--- config.mk ---
export PLATFORM = sky130hd
export DESIGN_NAME = shift_right_seq
export DESIGN_NICKNAME = d
export VERILOG_FILES = /design/src/rtl/shift_right_seq_pkg.sv /design/src/rtl/shr_step.sv /design/src/rtl/shift_right_seq.sv
export SDC_FILE = /design/constraint.sdc
export NUM_CORES = 1
export LEC_CHECK = 0
export CAP_MARGIN = 20
export CORE_AREA = 2 2 103 105
export DETAILED_ROUTE_END_ITERATION = 10
export DIE_AREA = 0 0 105 107
export HOLD_SLACK_MARGIN = 0.15
export PLACE_DENSITY = 0.57
export SLEW_MARGIN = 10
export SYNTH_ARGS = -nofsm -noshare
export SYNTH_HDL_FRONTEND = slang
export SYNTH_HIERARCHICAL = 1
export SYNTH_SLANG_ARGS = --single-unit
export TNS_END_PERCENT = 10
--- constraint.sdc ---
create_clock -name clk -period 4.9 [get_ports clk]
set_input_delay 0.49 -clock clk [delete_from_list [all_inputs] [get_ports clk]]
set_output_delay 0.49 -clock clk [all_outputs]
set_load 0.1 [all_outputs]
--- src/rtl/shift_right_seq_pkg.sv ---
// Shared definitions for the sequential right shifter.
//   - op_e      : shift type encoding (LSR / ASR / ROR, 2'b11 reserved -> LSR)
//   - state_e   : control FSM state encoding
//   - DEFAULT_WIDTH : default operand width
//   - eff_amount: maps the requested 6-bit shift count to the number of
//                 single-bit steps actually executed.
package shift_right_seq_pkg;

    localparam int DEFAULT_WIDTH = 32;

    typedef enum logic [1:0] {
        OP_LSR = 2'b00,
        OP_ASR = 2'b01,
        OP_ROR = 2'b10,
        OP_RSV = 2'b11
    } op_e;

    typedef enum logic [1:0] {
        ST_IDLE  = 2'b00,
        ST_SHIFT = 2'b01,
        ST_DONE  = 2'b10
    } state_e;

    // Linear shifts saturate at 32 steps (everything shifted out); rotates
    // are periodic, so only the low five bits matter.
    function automatic logic [5:0] eff_amount(input op_e op, input logic [5:0] amount);
        if (op == OP_ROR) begin
            return {1'b0, amount[4:0]};
        end else if (amount > 6'd32) begin
            return 6'd32;
        end else begin
            return amount;
        end
    endfunction

endpackage

--- src/rtl/shr_step.sv ---
// One-position right step, purely combinational.
//   data_i : operand before the step
//   op_i   : shift type (LSR fills 0, ASR copies MSB, ROR wraps bit 0)
//   data_o : operand after the step
//   bit_o  : bit shifted out of position 0
module shr_step
    import shift_right_seq_pkg::*;
#(
    parameter int WIDTH = DEFAULT_WIDTH
) (
    input  logic [WIDTH-1:0] data_i,
    input  op_e              op_i,
    output logic [WIDTH-1:0] data_o,
    output logic             bit_o
);

    always_comb begin
        bit_o  = data_i[0];
        data_o = {1'b0, data_i[WIDTH-1:1]};
        case (op_i)
            OP_ASR:  data_o = {data_i[WIDTH-1], data_i[WIDTH-1:1]};
            OP_ROR:  data_o = {data_i[0], data_i[WIDTH-1:1]};
            default: ;  // LSR and the reserved code both zero-fill
        endcase
    end

endmodule

--- src/rtl/shift_right_seq.sv ---
// Sequential right shifter: one bit position per clock.
//   clk    : clock, rising edge
//   reset  : synchronous active-high reset
//   start  : request, accepted only in IDLE
//   in     : operand, captured on the accepting edge
//   amount : shift count 0..63, captured on the accepting edge
//   op     : 00 LSR, 01 ASR, 10 ROR, 11 behaves as LSR
//   out    : work register, held after completion until the next accept
//   carry  : last bit shifted out of bit 0
//   busy   : high while shifting
//   done   : one-cycle completion pulse
module shift_right_seq
    import shift_right_seq_pkg::*;
#(
    parameter int WIDTH = DEFAULT_WIDTH
) (
    input  logic             clk,
    input  logic             reset,
    input  logic             start,
    input  logic [WIDTH-1:0] in,
    input  logic [5:0]       amount,
    input  logic [1:0]       op,
    output logic [WIDTH-1:0] out,
    output logic             carry,
    output logic             busy,
    output logic             done
);

    state_e           state_q, state_d;
    logic [WIDTH-1:0] work_q,  work_d;
    logic [5:0]       count_q, count_d;
    logic             carry_q, carry_d;
    op_e              op_q,    op_d;

    logic [WIDTH-1:0] step_data;
    logic             step_bit;

    shr_step #(
        .WIDTH (WIDTH)
    ) u_step (
        .data_i (work_q),
        .op_i   (op_q),
        .data_o (step_data),
        .bit_o  (step_bit)
    );

    always_comb begin
        state_d = state_q;
        work_d  = work_q;
        count_d = count_q;
        carry_d = carry_q;
        op_d    = op_q;
        case (state_q)
            ST_IDLE: begin
                if (start) begin
                    work_d  = in;
                    op_d    = op_e'(op);
                    count_d = eff_amount(op_e'(op), amount);
                    carry_d = 1'b0;
                    state_d = ST_SHIFT;
                end
            end
            ST_SHIFT: begin
                // The edge that sees count==0 is spent moving to DONE, which
                // gives the N+1 cycle latency with zero-length shifts included.
                if (count_q != 6'd0) begin
                    work_d  = step_data;
                    carry_d = step_bit;
                    count_d = count_q - 6'd1;
                end else begin
                    state_d = ST_DONE;
                end
            end
            ST_DONE: begin
                state_d = ST_IDLE;
            end
            default: begin
                state_d = ST_IDLE;
            end
        endcase
    end

    always_ff @(posedge clk) begin
        if (reset) begin
            state_q <= ST_IDLE;
            work_q  <= '0;
            count_q <= 6'd0;
            carry_q <= 1'b0;
            op_q    <= OP_LSR;
        end else begin
            state_q <= state_d;
            work_q  <= work_d;
            count_q <= count_d;
            carry_q <= carry_d;
            op_q    <= op_d;
        end
    end

    assign out   = work_q;
    assign carry = carry_q;
    assign busy  = (state_q == ST_SHIFT);
    assign done  = (state_q == ST_DONE);

endmodule

# Yosys cells after proc, flatten, opt, wreduce, memory -nomap -nowiden
# Cells that the tools add are included.
classes:
  addsub: 1
  mul: 0
  div: 0
  order_cmp: 1
  eq_ne: 9
  shifts: 0
  n_mux: 15
  bitwise_logic: 0
  n_reduce_logical: 7
op_table:
  columns: ["cell", "n"]
  rows:
  - ["32-bit case mux with 2 select lines", 2]
  - ["32-bit two-way mux", 2]
  - ["6-bit two-way mux", 4]
  - ["6-bit case mux with 2 select lines", 1]
  - ["2-bit == test (second input constant)", 3]
  - ["6-bit greater-than comparator (second input constant)", 1]
  - ["2-bit inequality test (second input constant)", 3]
  - ["6-bit nonzero test", 1]
  - ["6-bit by 1-bit subtractor with 6-bit output (second input constant)", 1]
  - ["2-bit by 1-bit == test with 1-bit output (second input constant)", 2]
  - ["2-bit two-way mux", 2]
  - ["2-bit case mux with 2 select lines", 1]
  - ["2-bit AND reduction", 2]
  - ["4-bit AND reduction", 1]
  - ["3-bit AND reduction", 1]
  - ["2-bit zero test", 1]
  - ["1-bit two-way mux", 2]
  - ["2-bit by 1-bit inequality test with 1-bit output (second input constant)", 1]
  - ["1-bit case mux with 2 select lines", 1]
  - ["2-bit nonzero test", 1]
word_totals:
  ff_bits: 43
  latchBits: 0
  ram_bits: 0
  romBits: 0
  in_bits: 43
  out_inout_bits: 35
  memories: 0

# Longest topological paths before layout
logic_depth:
  depth_word: 5
  ltp_mapped: 7
  ltp_nobuf: 6

# Cells and area by module
# The synthesis kept the hierarchy.
by_module_without_submodules:
  columns: ["mod", "n_inst", "cells_each", "area_per_inst_um2", "seq_area_each_um2"]
  rows:
  - ["shift_right_seq", 1, 246, 2214.6, 860.8]
  - ["shr_step", 1, 38, 284.0, 0.0]

# Worst setup path after synthesis
# No wires, ideal clock.
synth_path:
  path_kind: "flip-flop to flip-flop"
  start: "reg count_q[0]"
  end: "reg work_q[22], in the netlist out[22]"
  setup_ps: 89
  t_arrival_ps: 1672
  slack_ps: 3139
  stages_incl_launch_ff: 8
  n_path_buf: 1
  cell_sequence: "dfxtp_1 -> inv_1 -> ha_1 -> nor2b_1 -> a311oi_4 -> buf_6 -> nor2_1 -> a311oi_2"
synth_between:
  elab_chain_len: 3
synth_rtl:
  columns: ["element", "line", "rtl"]
  rows:
  - ["from (decl)", "shift_right_seq.sv:31", "logic [5:0] count_q, count_d;"]
  - ["from (signal assigned)", "shift_right_seq.sv:93", "count_q <= count_d;"]
  - ["6-bit nonzero test", "shift_right_seq.sv:66", "if (count_q != 6'd0) begin"]
  - ["2-bit by 1-bit inequality test with 1-bit output (no source line)", null, null]
  - ["3-bit AND reduction (no source line)", null, null]
  - ["to (signal assigned)", "shift_right_seq.sv:92", "work_q <= work_d;"]
  - ["to (decl)", "shift_right_seq.sv:30", "logic [WIDTH-1:0] work_q, work_d;"]
# No other way between the ends.
# A chain may end at the register's enable or synchronous reset.

# Worst setup path after layout
layout_path:
  start: "reg state_q[0]"
  end: "out busy"
layout_between:
  elab_chain_len: 1
layout_rtl:
  columns: ["element", "line", "rtl"]
  rows:
  - ["from (decl)", "shift_right_seq.sv:29", "state_e state_q, state_d;"]
  - ["from (signal assigned)", "shift_right_seq.sv:91", "state_q <= state_d;"]
  - ["2-bit by 1-bit == test with 1-bit output", "shift_right_seq.sv:101", "assign busy = (state_q == ST_SHIFT);"]
  - ["to (decl)", "shift_right_seq.sv:25", "output logic busy,"]
# No other way between the ends.

==> qor.yml <==
overflow: 0
rsz0062_at_grt: "no"
hold_violations: 0
hp-class: "reg -> reg"
die-area_mm2: 0.0112
num_rows: 37
syn_nets: 331
synth_seq_cells: 43
cp-start-kind: "flip-flop"
max_cap_violations: 0
ioPinCount: 78
die_w_um: 105
grt_max_degree: 78
final_nets: 365
drc: 0
initial_core_util: 0.248
clock.fmax_mhz: 329
clock_sinks: 43
drt_iter0_drc: 57
synth_area_mm2: 0.00250
status: "finished, final reports clean"
antenna_found_initial: 0
cts_tree: "built"
worst_slew_pin_slew_ns: 0.987
p_total_uw: 1620
dp_hpwl_um: 3770
period_needed_ns: 3.04
p_seq_frac: 0.294
arrival_ns: 2.55
period_share: 0.621
layout-drive-gt1-share: 0.154
synth.largest_area_cell: "dfxtp_1"
antenna_cells: 0
fin_tns_setup_ns: 0
dp.cells: 447
worst-path-max-fanout: 37
p_per_area_mw_per_mm2: 508
area_growth_pct: 27.5
portBuffers: 77
slowest_delay_ns: 1.14
yosys.cell_types.count: 29
drt_wl_total_um: 5660
p_leak_uw: 0.00114
drtPass1Iterations: 5
dp_slack_ns: 2.12
p_sw_frac: 0.495
post_cts_buffers: 0
nFillCells: 1128
synth.avg_cell_area_um2: 8.80
setup_viol: 0
worst-path-buf-inv: 2
dr_total_vias: 1995
final_util: 0.316
cp-end-kind: "output pin"
yosysSeqAreaShare: 0.345
critPathKind: "reg -> out"
slew_headroom: 0.340
fin_cells: 455
vias_per_cell: 4.38
cts_hold_buf: 0
dieHeight_um: 107
synth_top_cell_area_share: 0.345
cp_slowest_cell: "clkdlybuf4s50_1"
insertion_delay_ns: 0.29
p_switching_uw: 801
htree_levels: 2
place.gp.congestion: 0.710
root_buffer: "clkbuf_8"
wl_per_cell_um: 12.4
reg2reg_slack_ns: 2.52
path_delay_family: "buffers and inverters"
internal_power_uw: 817
slew_violations: 0
cts_buffer_depth: 2
cts_made_buffers: 5
clk_pin_slew_ns: 0.09
cts_resized: 0
p_comb_frac: 0.525
peakVddDrop_mv: 0.144
ys_warn_count: 6
setup_slack_ns: 1.86
track_usage: 0.105
core-area_mm2: 0.0101
syn_inst: 284
crit_required_ns: 4.41
worstPathCellList: "nand2b_2, inv_2, clkdlybuf4s50_1"
synth.area.top_cells: "dfxtp_1, a311oi_2, buf_4, nand2_1, nor2_1"
postRouteAntennaNets: 0
fin_skew_ns: 0.00819
grt_pass1_wl_um: 9600
grt_pass1_vias: 1946
p_clk_frac: 0.181
## placed cells by master (no fill, tap or decap), drive strengths merged
| master | synthesis | final |
|---|---|---|
| bufinv | 0 | 1 |
| clkinv | 0 | 1 |
| inv | 6 | 6 |
| mux2i | 2 | 2 |
| a211oi | 5 | 5 |
| nand2b | 3 | 3 |
| nand2 | 66 | 66 |
| a22oi | 3 | 3 |
| nor2 | 44 | 44 |
| a311oi | 33 | 33 |
| a21oi | 5 | 5 |
| nor3b | 3 | 3 |
| a221oi | 1 | 1 |
| ha | 4 | 4 |
| and2b | 2 | 2 |
| clkbuf | 8 | 6 |
| dfxtp | 43 | 43 |
| buf | 45 | 4 |
| o21ai | 1 | 1 |
| clkdlybuf4s50 | 0 | 76 |
| nor2b | 1 | 1 |
| a41o | 1 | 1 |
| xor2 | 2 | 2 |
| nand3 | 2 | 2 |
| nor3 | 3 | 3 |
| nand3b | 1 | 1 |
## stage by stage
| step | cell area (um^2) | hold WS, ns |
|---|---|---|
| after floorplan | 2500 | 0.487 |
| after global placement | 3070 | 0.473 |
| after detailed placement | 3070 | 0.480 |
| after CTS | 3190 | 0.494 |
| after global routing | 3190 | 0.539 |
| final | 3190 | 0.496 |
## routing by layer
metal  part of all wire  vias to the layer above  wire length [um]  track usage
met5                  0                        -                 0            0
met4              0.011                        0                63       0.0314
met3              0.040                        4               227       0.0219
met2               0.47                       49              2670        0.176
li1                   -                     1004                 -            -
met1               0.48                      938              2700        0.135
## cell type report
| cell class | count | area, um^2 | share of cell area |
|---|---|---|---|
| clock inverter | 2 | 35.0 | 0.0110 |
| multi-input combinational | 182 | 1230 | 0.385 |
| tap | 136 | 170 | 0.0534 |
| inverter | 6 | 22.5 | 0.00707 |
| timing repair buffer | 80 | 788 | 0.247 |
| sequential | 43 | 861 | 0.270 |
| clock buffer | 6 | 82.6 | 0.0259 |
## worst min-delay path, cell delays in order (launching register included)
cell      delay, ns
dfxtp_1        0.32
nand2b_1       0.08
a21oi_1        0.06
## cell usage after synthesis
cell type	number
nor2b_1	1
clkbuf_1	8
buf_4	34
nor3_4	1
nor2_2	1
a221oi_1	1
buf_6	8
nand3b_1	1
inv_2	1
o21ai_0	1
and2b_1	2
buf_2	3
a21oi_1	5
a22oi_1	3
mux2i_1	2
nand3_1	2
a311oi_4	1
a211oi_1	5
nor2_1	43
ha_1	4
nand2b_1	3
inv_1	5
a311oi_2	32
a41o_1	1
nand2_1	66
nor3b_1	3
dfxtp_1	43
nor3_1	2
xor2_1	2
## power by group through the flow
| stage | logic, uW | clock network [uW] | registers, uW |
|---|---|---|---|
| floorplan | 394 | 0 | 852 |
| global placement | 850 | 0 | 484 |
| detailed placement | 858 | 0 | 486 |
| CTS | 860 | 305 | 478 |
| global route | 903 | 323 | 489 |
| finish | 850 | 293 | 476 |
## registers in the layout, summed over array words and instances (netlist names)
| name | count |
|---|---|
| state_q | 2 |
| op_q | 2 |
| carry | 1 |
| count_q | 6 |
| out | 32 |
## cells by family (layout without fill, tap and decap cells)
group,Yosys count,in the layout,synth area share
compound gates,49,49,0.246
xor+xnor,2,2,0.00701
mux,2,2,0.00801
buf+inv,59,94,0.165
flops,43,43,0.345
fa+ha+maj,4,4,0.0200
simple gates,125,125,0.209
## worst paths after layout
kind | start | to | cells past startpoint
worst max-delay path | state_q[0] | busy | 3
worst min-delay path | carry | carry | 2
worst max register to register | count_q[0] | count_q[2] | 7
worst min register to register | carry | carry | 2
Note: power is estimated with default switching activity, not from simulation.
